===== config.mk =====
export PLATFORM = sky130hd
export DESIGN_NAME = dmem_loader
export DESIGN_NICKNAME = d
export VERILOG_FILES = /design/src/rtl/dmem_pkg.sv /design/src/rtl/dmem_port_mux.sv /design/src/rtl/dmem_loader.sv
export SDC_FILE = /design/constraint.sdc
export NUM_CORES = 1
export LEC_CHECK = 0
export CAP_MARGIN = 20
export CORE_AREA = 2 2 82 84
export DETAILED_ROUTE_END_ITERATION = 8
export DIE_AREA = 0 0 84 86
export DONT_BUFFER_PORTS = 1
export GPL_ROUTABILITY_DRIVEN = 1
export MAX_ROUTING_LAYER = met4
export PLACE_DENSITY_LB_ADDON = 0.05
export SETUP_SLACK_MARGIN = 0.5
export SYNTH_ARGS = -nofsm -noshare
export SYNTH_HDL_FRONTEND = slang
export SYNTH_SLANG_ARGS = --single-unit

===== constraint.sdc =====
create_clock -name clk -period 2.3 [get_ports clk]
set_input_delay 0.575 -clock clk [delete_from_list [all_inputs] [get_ports clk]]
set_output_delay 0.575 -clock clk [all_outputs]
set_load 0.02 [all_outputs]

===== src/rtl/dmem_pkg.sv =====
// dmem_pkg: shared types and helpers for the data-memory loader.
// Holds the loader state enum, the default RAM depth and word-to-byte address conversion.
package dmem_pkg;

  typedef enum logic [1:0] {
    IDLE = 2'd0,
    LOAD = 2'd1,
    DONE = 2'd2,
    ERR  = 2'd3
  } ldr_state_t;

  localparam int DEPTH_DEFAULT = 512;

  function automatic logic [63:0] word_to_byte(input logic [63:0] word_index);
    return word_index << 2;
  endfunction

endpackage


===== src/rtl/dmem_port_mux.sv =====
// dmem_port_mux: 2:1 select of the RAM write port between the loader and the CPU.
// Latency: purely combinational. Backpressure: none; block_we squashes any write.
module dmem_port_mux #(
  parameter int AW = 32,
  parameter int DW = 32
) (
  input  logic          sel_ldr,
  input  logic          block_we,
  input  logic          ldr_we,
  input  logic [AW-1:0] ldr_addr,
  input  logic [DW-1:0] ldr_din,
  input  logic          cpu_we,
  input  logic [AW-1:0] cpu_addr,
  input  logic [DW-1:0] cpu_din,
  output logic          ram_we,
  output logic [AW-1:0] ram_addr,
  output logic [DW-1:0] ram_din
);

  always_comb begin
    if (sel_ldr) begin
      ram_we   = ldr_we;
      ram_addr = ldr_addr;
      ram_din  = ldr_din;
    end else begin
      ram_we   = cpu_we;
      ram_addr = cpu_addr;
      ram_din  = cpu_din;
    end
    if (block_we) ram_we = 1'b0;
  end

endmodule


===== src/rtl/dmem_loader.sv =====
// dmem_loader: fills the data RAM from a valid/ready word stream, then passes the CPU port through.
// Latency: zero, each accepted word is written on its accepting edge. Backpressure: s_ready only in LOAD.
// Optional DMEM_LOADER_CHECKSUM_EN adds a running additive checksum of the loaded words.
module dmem_loader
  import dmem_pkg::*;
#(
  parameter int            DEPTH     = DEPTH_DEFAULT,
  parameter int            AW        = 32,
  parameter int            DW        = 32,
  parameter logic [AW-1:0] BASE_ADDR = '0
) (
  input  logic                   clk,
  input  logic                   rst,
  input  logic                   start,
  input  logic                   s_valid,
  input  logic [DW-1:0]          s_data,
  input  logic                   s_last,
  output logic                   s_ready,
  input  logic                   cpu_we,
  input  logic [AW-1:0]          cpu_addr,
  input  logic [DW-1:0]          cpu_din,
  output logic                   ram_we,
  output logic [AW-1:0]          ram_addr,
  output logic [DW-1:0]          ram_din,
  output logic                   busy,
  output logic                   done,
  output logic                   err,
  output logic [$clog2(DEPTH):0] word_count,
  output logic [DW-1:0]          checksum
);

  localparam int CW = $clog2(DEPTH) + 1;

  ldr_state_t    state, state_nxt;
  logic          in_range;
  logic          ldr_we;
  logic          clr_count;
  logic [AW-1:0] ldr_addr;

  assign in_range = (word_count < CW'(DEPTH));
  assign s_ready  = (state == LOAD);
  assign ldr_we   = s_ready & s_valid & in_range;
  assign ldr_addr = BASE_ADDR + AW'(word_to_byte(64'(word_count)));

  assign busy = (state == LOAD);
  assign done = (state == DONE);
  assign err  = (state == ERR);

  always_comb begin
    state_nxt = state;
    clr_count = 1'b0;
    case (state)
      IDLE, DONE, ERR: begin
        if (start) begin
          state_nxt = LOAD;
          clr_count = 1'b1;
        end
      end
      LOAD: begin
        // A word arriving with the RAM already full is an overflow, never written.
        if (s_valid) begin
          if (!in_range)   state_nxt = ERR;
          else if (s_last) state_nxt = DONE;
        end
      end
      default: state_nxt = IDLE;
    endcase
  end

  always_ff @(posedge clk) begin
    if (rst) begin
      state      <= IDLE;
      word_count <= '0;
    end else begin
      state <= state_nxt;
      if (clr_count)   word_count <= '0;
      else if (ldr_we) word_count <= word_count + 1'b1;
    end
  end

`ifdef DMEM_LOADER_CHECKSUM_EN
  always_ff @(posedge clk) begin
    if (rst || clr_count) checksum <= '0;
    else if (ldr_we)      checksum <= checksum + s_data;
  end
`else
  assign checksum = '0;
`endif

  // Reset squashes writes so an aborted load cannot corrupt the word it was on.
  dmem_port_mux #(
    .AW(AW),
    .DW(DW)
  ) u_port_mux (
    .sel_ldr  (busy),
    .block_we (rst),
    .ldr_we   (ldr_we),
    .ldr_addr (ldr_addr),
    .ldr_din  (s_data),
    .cpu_we   (cpu_we),
    .cpu_addr (cpu_addr),
    .cpu_din  (cpu_din),
    .ram_we   (ram_we),
    .ram_addr (ram_addr),
    .ram_din  (ram_din)
  );

endmodule


* Word level (Yosys, flattened, before mapping)
Index checks and enable logic that the tools add are counted.
** Storage, ports and cells
- Output and inout port bits :: 111
- Bits in registers :: 12
** Operators by class
- Reduce and logical (&&, ||, !) cells :: 4
- Bitwise gates (word level) :: 2
- Muxes and demuxes :: 11
- Add/subtract/negate cells :: 1
- Equality and inequality tests :: 6
- Magnitude comparators :: 1
** Operator list (count)
- 32-bit 2-to-1 mux :: 2
- 10-bit by 1-bit adder with 10-bit output, second input constant :: 1
- 10-bit < comparator, second input constant :: 1
- 2-bit 2-to-1 mux :: 4
- 2-bit equality test, second input constant :: 2
- 1-bit 2-to-1 mux :: 4
- 2-bit != test, second input constant :: 2
- 2-bit one-hot mux with 2 select lines :: 1
- 3-bit != test, second input constant :: 1
- 3-bit AND reduction :: 1
- 3-bit OR reduction :: 1
- 1-bit AND :: 2
- 2-bit by 1-bit equality test with 1-bit output, second input constant :: 1
- 2-bit logical NOT :: 1
- 2-bit OR reduction :: 1

* Logic depth before layout (Yosys ltp)
Gate-level depths: netlist (run 1).
- Depth in word-level cells :: 5
- Gate-level depth with buffers :: 5

* Hierarchy
From an unflattened synthesis (run 1), not the netlist that was laid out.
** Second synthesis, totals
- Cells, all modules :: 173
- Area, all modules :: 1803.0 um2
** Modules (own cells, without submodules)
- dmem_port_mux :: instances 1, cells each 73, area an instance 994.7 um2
- dmem_loader :: instances 1, cells each 100, area an instance 808.3 um2

* Worst setup path after synthesis (run 1)
OpenSTA, ideal clock, no wires.
- Path kind :: input -> output
- Start :: input port s_valid
- End :: output port ram_we
- Stages on the path :: 4
- Path slack :: 0.391 ns
- Buffers on the path :: 2
- Data arrival time :: 1.334 ns
- Cells stage by stage :: nand4bb_1 > buf_2 > buf_2 > a21oi_1
** On the way
- Longest elaborated chain between the ends :: 4
** Ends and longest elaborated chain
- from (decl) :: line dmem_loader.sv:15 : input logic s_valid,
- 1-bit AND (2 in a row) :: line dmem_loader.sv:42 : assign ldr_we = s_ready & s_valid & in_range;
- 1-bit 2-to-1 mux :: line dmem_port_mux.sv:21 : if (sel_ldr) begin
- 1-bit 2-to-1 mux :: line dmem_port_mux.sv:30 : if (block_we) ram_we = 1'b0;
- to (decl) :: line dmem_loader.sv:22 : output logic ram_we,
Every way passes these cells.

* Worst setup path in the final report (run 1)
- Start :: register state[1]
- End :: output port ram_din[0]
** On the way
- Longest elaborated chain between the ends :: 2
** Ends and longest elaborated chain
- from (decl) :: line dmem_loader.sv:34 : ldr_state_t state, state_nxt;
- from (signal assigned) :: line dmem_loader.sv:75 : state <= state_nxt;
- 2-bit by 1-bit equality test with 1-bit output :: line dmem_loader.sv:45 : assign busy = (state == LOAD);
- 32-bit 2-to-1 mux :: line dmem_port_mux.sv:21
- to (decl) :: line dmem_loader.sv:24 : output logic [DW-1:0] ram_din,
Every way passes these cells.

==> impl_metrics.yaml, run 1 <==
status:
  status: "finished clean"
power:
  p_int_w: 0.0005216
  power.share.sequential: 0.224
  total_power_w: 0.0009561
  pwr-share-clk: 0.247
  switching_share: 0.4545
  power.leakage_nw: 0.9069
  comb_power_share: 0.529
  power_density_mw_per_mm2: 493.9
  p_sw_w: 0.0004345
  ir_drop_mv: 0.1337
clock_tree:
  cts-root-buf: "clkbuf_8"
  clk_pin_slew_ps: 60
  cts_max_path_buffers: 2
  cts.sinks: 12
  ctsHoldBuffers: 0
  numCtsBuffers: 3
  clk_latency_ps: 250
  htree_levels: 1
  cts_tree: "built"
layout:
  fillers: 706
  final_nets: 369
  area_growth_pct: 31.10
  drive_above_1_share: 0.4075
  fin_util: 0.3084
global_routing:
  grt_pass1_wl_mm: 7.293
  grt_antenna_before_repair: 1
  grt_max_degree: 43
  first_global_vias: 1279
  grt-ovfl-total: 0
  grtUsageTotal: 0.1330
sta:
  whs_ps: 381.7
  tns_ps: 0
  rsz0062_at_grt: "true"
  post-route-min-period_ps: 1862
  period_share: 0.8093
  setup_viol: 0
  slew_viol_final: 0
  finalHoldViolCount: 0
  fin_skew_ps: 3.669
  fmax_mhz: 537.2
  fin_ws_ps: 438.5
floorplanning:
  dieArea_mm2: 0.007224
  io_pins: 213
  rows: 29
  die_width_um: 84
  die_y_um: 86
  core-area_mm2: 0.006277
  initial_utilization: 0.2352
worst_setup_path:
  reg2regPathDepth: 5
  path_buf_inv: 2
  reg2reg_to: "word_count[9]"
  slowest_stage: "dfxtp_2"
  start_kind: "flop"
  worst-path-max-fanout: 6
  crit_family: "simple AND/OR/NAND/NOR gates"
  critPathArrivalTime_ps: 1290
  critPathCaptureType: "output pin"
  ff2ff_setup_slack_ps: 630
  r2r_start: "word_count[9]"
  critPathKind: "flop to output pin"
  path_cells: "nand2b_4 > buf_12 > clkbuf_16 > nand2_1 > nand2_2"
  cpPeakStageDelay_ps: 320
  critPathRequiredTime_ps: 1730
logic_synthesis:
  syn_area_per_cell_um2: 5.723
  synthArstFlopShare: 0
  synth_edf_count: 0
  netlist_area_mm2: 0.001476
  yosysTopAreaCell: "nand2_1"
  ys_ff_latch: 12
  yosys_warnings: 0
  synth_top_cell_area_share: 0.3203
  synth_ff_type: "dfxtp_1"
  ys_types: 28
  synthTopCellsByArea: "nand2_1, buf_4, dfxtp_1, and2_1, a21oi_1"
  seq_area_frac_synth: 0.1627
  syn_inst: 258
drt:
  drtPass1Iterations: 4
  via_count: 1589
  drt-total-wl_mm: 5.500
  vias_per_cell: 4.633
  drc_errors: 0
  drt_iter0_drc: 24
  routedWlPerCell_um: 16.03
  drtAntennaViolNets: 0
min_path:
  hold_path_depth: 1
  min_path_type: "input port to flop"
  min_to: "state[1]"
  min_from: "rst"
place:
  dp_slack_ps: 550.2
  gp_congestion: 0.6894
  hpwl_mm: 4.092
  io_buffer_count: 0
run:
  max_cap_violations: 0
cell families after synthesis:
logic type | count (synthesis) | synth area share
AOI/OAI and AO/OA | 22 | 0.09237
xor gates and xnor gates | 1 | 0.005933
adders and majority gates | 1 | 0.008473
buffers and inverters | 53 | 0.2220
DFF | 12 | 0.1627
muxes | 1 | 0.006780
other | 1 | 0.002540
and+or+nand+nor | 167 | 0.4992
metal layers:
metal,share of wire,vias up,GRT usage
met1,0.37,725,0.1518
met2,0.54,100,0.2364
met4,0.0058,0,0.02199
met5,0,-,-
li1,-,761,-
met3,0.086,3,0.03754
worst max path at each step:
stage,from,endpoint,slack [ps],cells after the start
floorplan,s_valid,ram_we,490,4
global placement,state[1],ram_din[23],560,4
detailed placement,state[1],ram_addr[31],550,3
CTS,state[1],ram_addr[13],440,3
global route,state[1],ram_din[13],380,4
finish,state[1],ram_din[0],440,5
area by class of cell:
cell class / instances / area [um2] / area share
antenna: 1 / 2.502 / 0.001293
multi-input combinational: 224 / 1214 / 0.6270
tap: 77 / 96.34 / 0.04977
sequential: 12 / 245.2 / 0.1267
clock buffer: 4 / 55.05 / 0.02844
timing repair buffer: 18 / 289.0 / 0.1493
inverter: 7 / 33.78 / 0.01745
through the flow:
| stage | cell area, um2 | instances |
|---|---|---|
| after floorplan | 1599 | 289 |
| after global placement | 1481 | 330 |
| after detailed placement | 1481 | 330 |
| after CTS | 1868 | 341 |
| after global routing | 1936 | 343 |
| final | 1936 | 343 |
Yosys cell counts (all sizes together) (2+ instances only):
library cell  count
or4               5
a21oi            10
or3               3
nand3             3
dfxtp            12
nand2           126
nand4             2
buf              37
clkbuf            9
o31ai             4
o21ai             6
inv               6
nor2              2
and2             23
state kept, by name, summed over array words and instances, names as in the netlist:
name,count
word_count,10
state,2
power groups by stage:
stage | clock network (W) | registers, W | logic (W)
after floorplan | 0 | 0.000219 | 0.000376
after global placement | 0 | 0.000218 | 0.000389
after detailed placement | 0 | 0.000218 | 0.000386
after CTS | 0.000243 | 0.000214 | 0.000489
after global routing | 0.000250 | 0.000215 | 0.000536
final | 0.000236 | 0.000214 | 0.000505
cell usage in the layout (no fill, tap or decap), types with 2 or more instances in the layout:
cell	Yosys	final
nand4_1	2	2
a21oi_1	9	8
and2_2	0	17
and2_4	0	5
nand2_1	126	74
nand2_2	0	50
dfxtp_2	0	4
o21ai_0	5	3
or3_1	3	3
clkbuf_8	0	4
buf_4	33	5
dfxtp_1	12	8
conb_1	1	32
inv_1	6	6
a21oi_2	1	2
o21ai_2	1	2
buf_6	0	3
buf_8	0	2
o31ai_1	4	4
buf_16	0	3
nand2_4	0	2
or4_1	4	4
buf_12	0	4
nand3_1	3	3
nor2_1	2	2
what timing repair did:
action	CTS	global route
resized for setup	91	17
gates cloned	3	1
pin swaps	12	5
setup endpoints to repair	67	67
setup buffers	4	0
Power figures use the tool's default switching activity.
==> inputs of run 2 (changes only) <==
==> constraint.sdc (replaced) <==
create_clock -name clk -period 1.6 [get_ports clk]
set_input_delay 0.4 -clock clk [delete_from_list [all_inputs] [get_ports clk]]
set_output_delay 0.4 -clock clk [all_outputs]
set_load 0.02 [all_outputs]
==> impl_metrics.yaml, run 2 (synthesis results as in run 1) <==
clock_tree:
  clk_latency_ps: 240
  cts_tree: "built"
  cts_max_path_buffers: 2
  htree_levels: 1
  clk_pin_slew_ps: 50
  ctsHoldBuffers: 0
  numCtsBuffers: 3
  cts-root-buf: "clkbuf_8"
  cts.sinks: 12
drt:
  drt_iter0_drc: 55
  drc_errors: 0
  drt-total-wl_mm: 5.512
  via_count: 1610
  routedWlPerCell_um: 15.75
  vias_per_cell: 4.600
  drtPass1Iterations: 4
  drtAntennaViolNets: 0
status:
  violations: "negative setup slack"
  status: "finished with violations"
floorplanning:
  core-area_mm2: 0.006277
  io_pins: 213
  rows: 29
  initial_utilization: 0.2352
  die_y_um: 86
  die_width_um: 84
  dieArea_mm2: 0.007224
layout:
  final_cell_mix: "nand2_4, conb_1, nand2_1, nand2_2, and2_4"
  final_nets: 376
  largest_reg_flops: 10
  fillers: 638
  drive_above_1_share: 0.6581
  fin_area_mm2: 0.002685
  area_growth_pct: 81.86
  finalNonFillerCells: 350
  reg_top3: "word_count (10), state (2)"
  top_register: "word_count"
  layout_commonest_cell: "nand2_4"
power:
  total_power_w: 0.001542
  pwr-share-clk: 0.187
  switching_share: 0.4625
  p_sw_w: 0.0007129
  ir_drop_mv: 0.2416
  comb_power_share: 0.621
  p_int_w: 0.0008286
  power.leakage_nw: 1.261
  power_density_mw_per_mm2: 574.1
  power.share.sequential: 0.191
sta:
  post-route-min-period_ps: 1680
  slew_viol_final: 0
  fin_skew_ps: 3.778
  period_share: 1.050
  whs_ps: 223.9
  fmax_mhz: 595.1
  finalHoldViolCount: 0
  tns_ps: -2452
  setup_viol: 62
  fin_ws_ps: -80.39
  rsz0062_at_grt: "true"
global_routing:
  grtUsageTotal: 0.1325
  first_global_vias: 1371
  grt.met3_usage: 0.04524
  grt.busiest_layer: "met2"
  global_route.usage.met2: 0.2276
  grt_pass1_wl_mm: 7.458
  grt-ovfl-total: 0
  grt_antenna_before_repair: 1
  grt_max_degree: 21
  grt_use_met1: 0.1527
place:
  dp.cells: 330
  io_buffer_count: 0
  dpl_cell_area_mm2: 0.002320
  gp_congestion: 0.6752
  hpwl_mm: 4.116
worst_setup_path:
  critPathArrivalTime_ps: 1280
  worst-path-max-fanout: 9
  critPathKind: "flop to output pin"
  critPathCaptureType: "output pin"
  start_kind: "flop"
  critPathRequiredTime_ps: 1200
run:
  max_cap_violations: 0
min_path:
  min_path_type: "input port to flop"
[run 2: critical path, stage by stage, from the launching register on]
cell and delay, ps:
dfxtp_2 320, nand2b_4 190, bufbuf_16 320, o21ai_4 200
[run 2: repair_timing]
action                                 4_1_cts  5_1_grt
setup endpoints to repair                   83       85
pin swaps                                    1       12
gates cloned                                 2        4
gates resized for setup                     17        9
setup buffers                                7        2
endpoints found under the hold margin        0        0
[run 2: worst paths after layout]
path | from | endpoint | slack [ps] | depth (start not counted)
min reg2reg | word_count[6] | word_count[6] | 550 | 2
min | rst | state[1] | 220 | 1
max | state[1] | ram_addr[11] | -80 | 3
max reg2reg | state[1] | word_count[5] | 30 | 5
[run 2: stage by stage]
stage,util,setup slack [ps]
final,0.4277,-80.39
after floorplan,-,189.6
after global routing,0.4277,-123.4
after detailed placement,0.3695,145.5
after global placement,0.3695,166.1
after CTS,0.4060,-85.34
[run 2: cell type report]
class | count | area (um2) | share of cell area
diodes | 1 | 2.502 | 0.0009320
well taps | 77 | 96.34 | 0.03588
repair buffers | 25 | 427.9 | 0.1594
multi-input cells | 224 | 1799 | 0.6701
flip-flops and latches | 12 | 280.3 | 0.1044
clock buffers | 4 | 45.04 | 0.01678
inverters | 7 | 33.78 | 0.01258
[run 2: per-layer routing]
metal	vias to the layer above	wire length (um)
met5	-	0
met4	0	8
met3	2	551
met2	96	2997
met1	737	1955
li1	775	-
[run 2: power by group through the flow]
stage | combinational, W | clock, W | sequential [W]
floorplan | 0.000856 | 0 | 0.000306
global placement | 0.000833 | 0 | 0.000306
detailed placement | 0.000832 | 0 | 0.000306
CTS | 0.000914 | 0.000299 | 0.000297
global route | 0.00101 | 0.000315 | 0.000296
finish | 0.000958 | 0.000289 | 0.000295
==> inputs of run 3 (changes only) <==
==> constraint.sdc (replaced) <==
create_clock -name clk -period 1.4 [get_ports clk]
set_input_delay 0.35 -clock clk [delete_from_list [all_inputs] [get_ports clk]]
set_output_delay 0.35 -clock clk [all_outputs]
set_load 0.02 [all_outputs]
==> impl_metrics.yaml, run 3 (synthesis results as in run 1) <==
status:
  status: "finished with violations"
  violations: "negative setup slack"
global_routing:
  grtUsageTotal: 0.1395
  grt_antenna_before_repair: 0
  grt_max_degree: 30
  grt_pass1_wl_mm: 7.935
  first_global_vias: 1513
  grt-ovfl-total: 0
clock_tree:
  cts-root-buf: "clkbuf_8"
  cts.sinks: 12
  clk_pin_slew_ps: 50
  cts_max_path_buffers: 2
  numCtsBuffers: 3
  cts_tree: "built"
  clk_latency_ps: 240
  htree_levels: 1
worst_setup_path:
  crit_end: "ram_addr[5]"
  critPathCaptureType: "output pin"
  critPathArrivalTime_ps: 1240
  critPathKind: "flop to output pin"
  reg2regPathDepth: 6
  start_kind: "flop"
  critPathRequiredTime_ps: 1050
  r2r_start: "state[1]"
  crit_start: "state[1]"
  reg2reg_to: "word_count[5]"
  ff2ff_setup_slack_ps: -140
  worst-path-max-fanout: 7
sta:
  fin_skew_ps: 4.504
  tns_ps: -12240
  period_share: 1.138
  fmax_mhz: 627.7
  setup_viol: 74
  slew_viol_final: 0
  post-route-min-period_ps: 1593
  finalHoldViolCount: 0
  rsz0062_at_grt: "true"
  fin_ws_ps: -193.1
drt:
  route.met3.wl_um: 466
  routedWlPerCell_um: 15.47
  routed-wl-met2_mm: 3.268
  met1Wirelength_mm: 1.927
  vias_per_cell: 4.596
  drt-total-wl_mm: 5.662
  drc_errors: 0
  top_layer: "met3"
  drtAntennaViolNets: 0
  drtPass1Iterations: 4
  via_count: 1682
  drt_iter0_drc: 27
layout:
  final_nets: 393
  fin_area_mm2: 0.002975
  diodes: 0
  area_growth_pct: 101.5
  reg_top3: "word_count (10), state (2)"
  layout_commonest_cell: "nand2_4"
  top_register: "word_count"
  largest_reg_flops: 10
  final_cell_mix: "nand2_4, nand2_2, conb_1, and2_4, buf_6"
  drive_above_1_share: 0.7716
place:
  io_buffer_count: 0
  dpl_cell_area_mm2: 0.002401
  dp_slack_ps: 24.63
  gp_congestion: 0.7870
  hpwl_mm: 4.366
power:
  power_density_mw_per_mm2: 605.6
  power.leakage_nw: 1.396
  ir_drop_mv: 0.3507
min_path:
  hold_path_depth: 1
  min_path_type: "input port to flop"
floorplanning:
  die_width_um: 84
  rows: 29
  core-area_mm2: 0.006277
  initial_utilization: 0.2352
  dieArea_mm2: 0.007224
  die_y_um: 86
  io_pins: 213
run:
  max_cap_violations: 0
[run 3: worst max-delay path, stage by stage, from the launching register on]
cell and delay [ps]:
dfxtp_2 310, nand2b_4 210, buf_12 170, buf_12 120, o21ai_4 180
[run 3: repair_timing]
action	CTS	global route
hold buffers	0	0
setup buffers	10	4
resized for setup	47	38
cloned	3	3
endpoints found under the setup margin	91	91
pin swaps	7	15
[run 3: layout make-up]
cell class,instances,area (um2)
Fill cell,615,3302
Multi-Input combinational cell,224,1914
Timing Repair Buffer,42,600.6
Sequential cell,12,280.3
Tap cell,77,96.34
Clock buffer,4,45.04
Inverter,7,38.79
[run 3: stage by stage]
stage | hold WS [ps] | instances | power [W] | utilization
final | 173.1 | 366 | 0.001802 | 0.4740
after global routing | 157.5 | 366 | 0.001903 | 0.4740
after CTS | 165.0 | 359 | 0.001737 | 0.4327
after detailed placement | 422.2 | 342 | 0.001310 | 0.3825
after global placement | 422.1 | 342 | 0.001307 | 0.3825
after floorplan | 411.7 | 289 | 0.001333 | -
[run 3: how the worst min path moves through the flow]
stage                     slack [ps]       end  from
final                            170  state[1]   rst
after detailed placement         420  state[1]   rst
after global placement           420  state[1]   rst
after floorplan                  410  state[1]   rst
after CTS                        170  state[1]   rst
after global routing             160  state[1]   rst
[run 3: layer usage]
layer | GRT usage | vias to the layer above
met1 | 0.1554 | 773
met5 | - | -
li1 | - | 811
met4 | 0.007331 | 0
met3 | 0.03465 | 0
met2 | 0.2640 | 98
[run 3: where the power goes]
part | switching, W | leakage (nW) | internal (W) | total, W
Combinational | 0.000698 | 1.27 | 0.000437 | 0.00113
Sequential | 0.00000698 | 0.106 | 0.000329 | 0.000336
Clock | 0.000131 | 0.0228 | 0.000201 | 0.000332
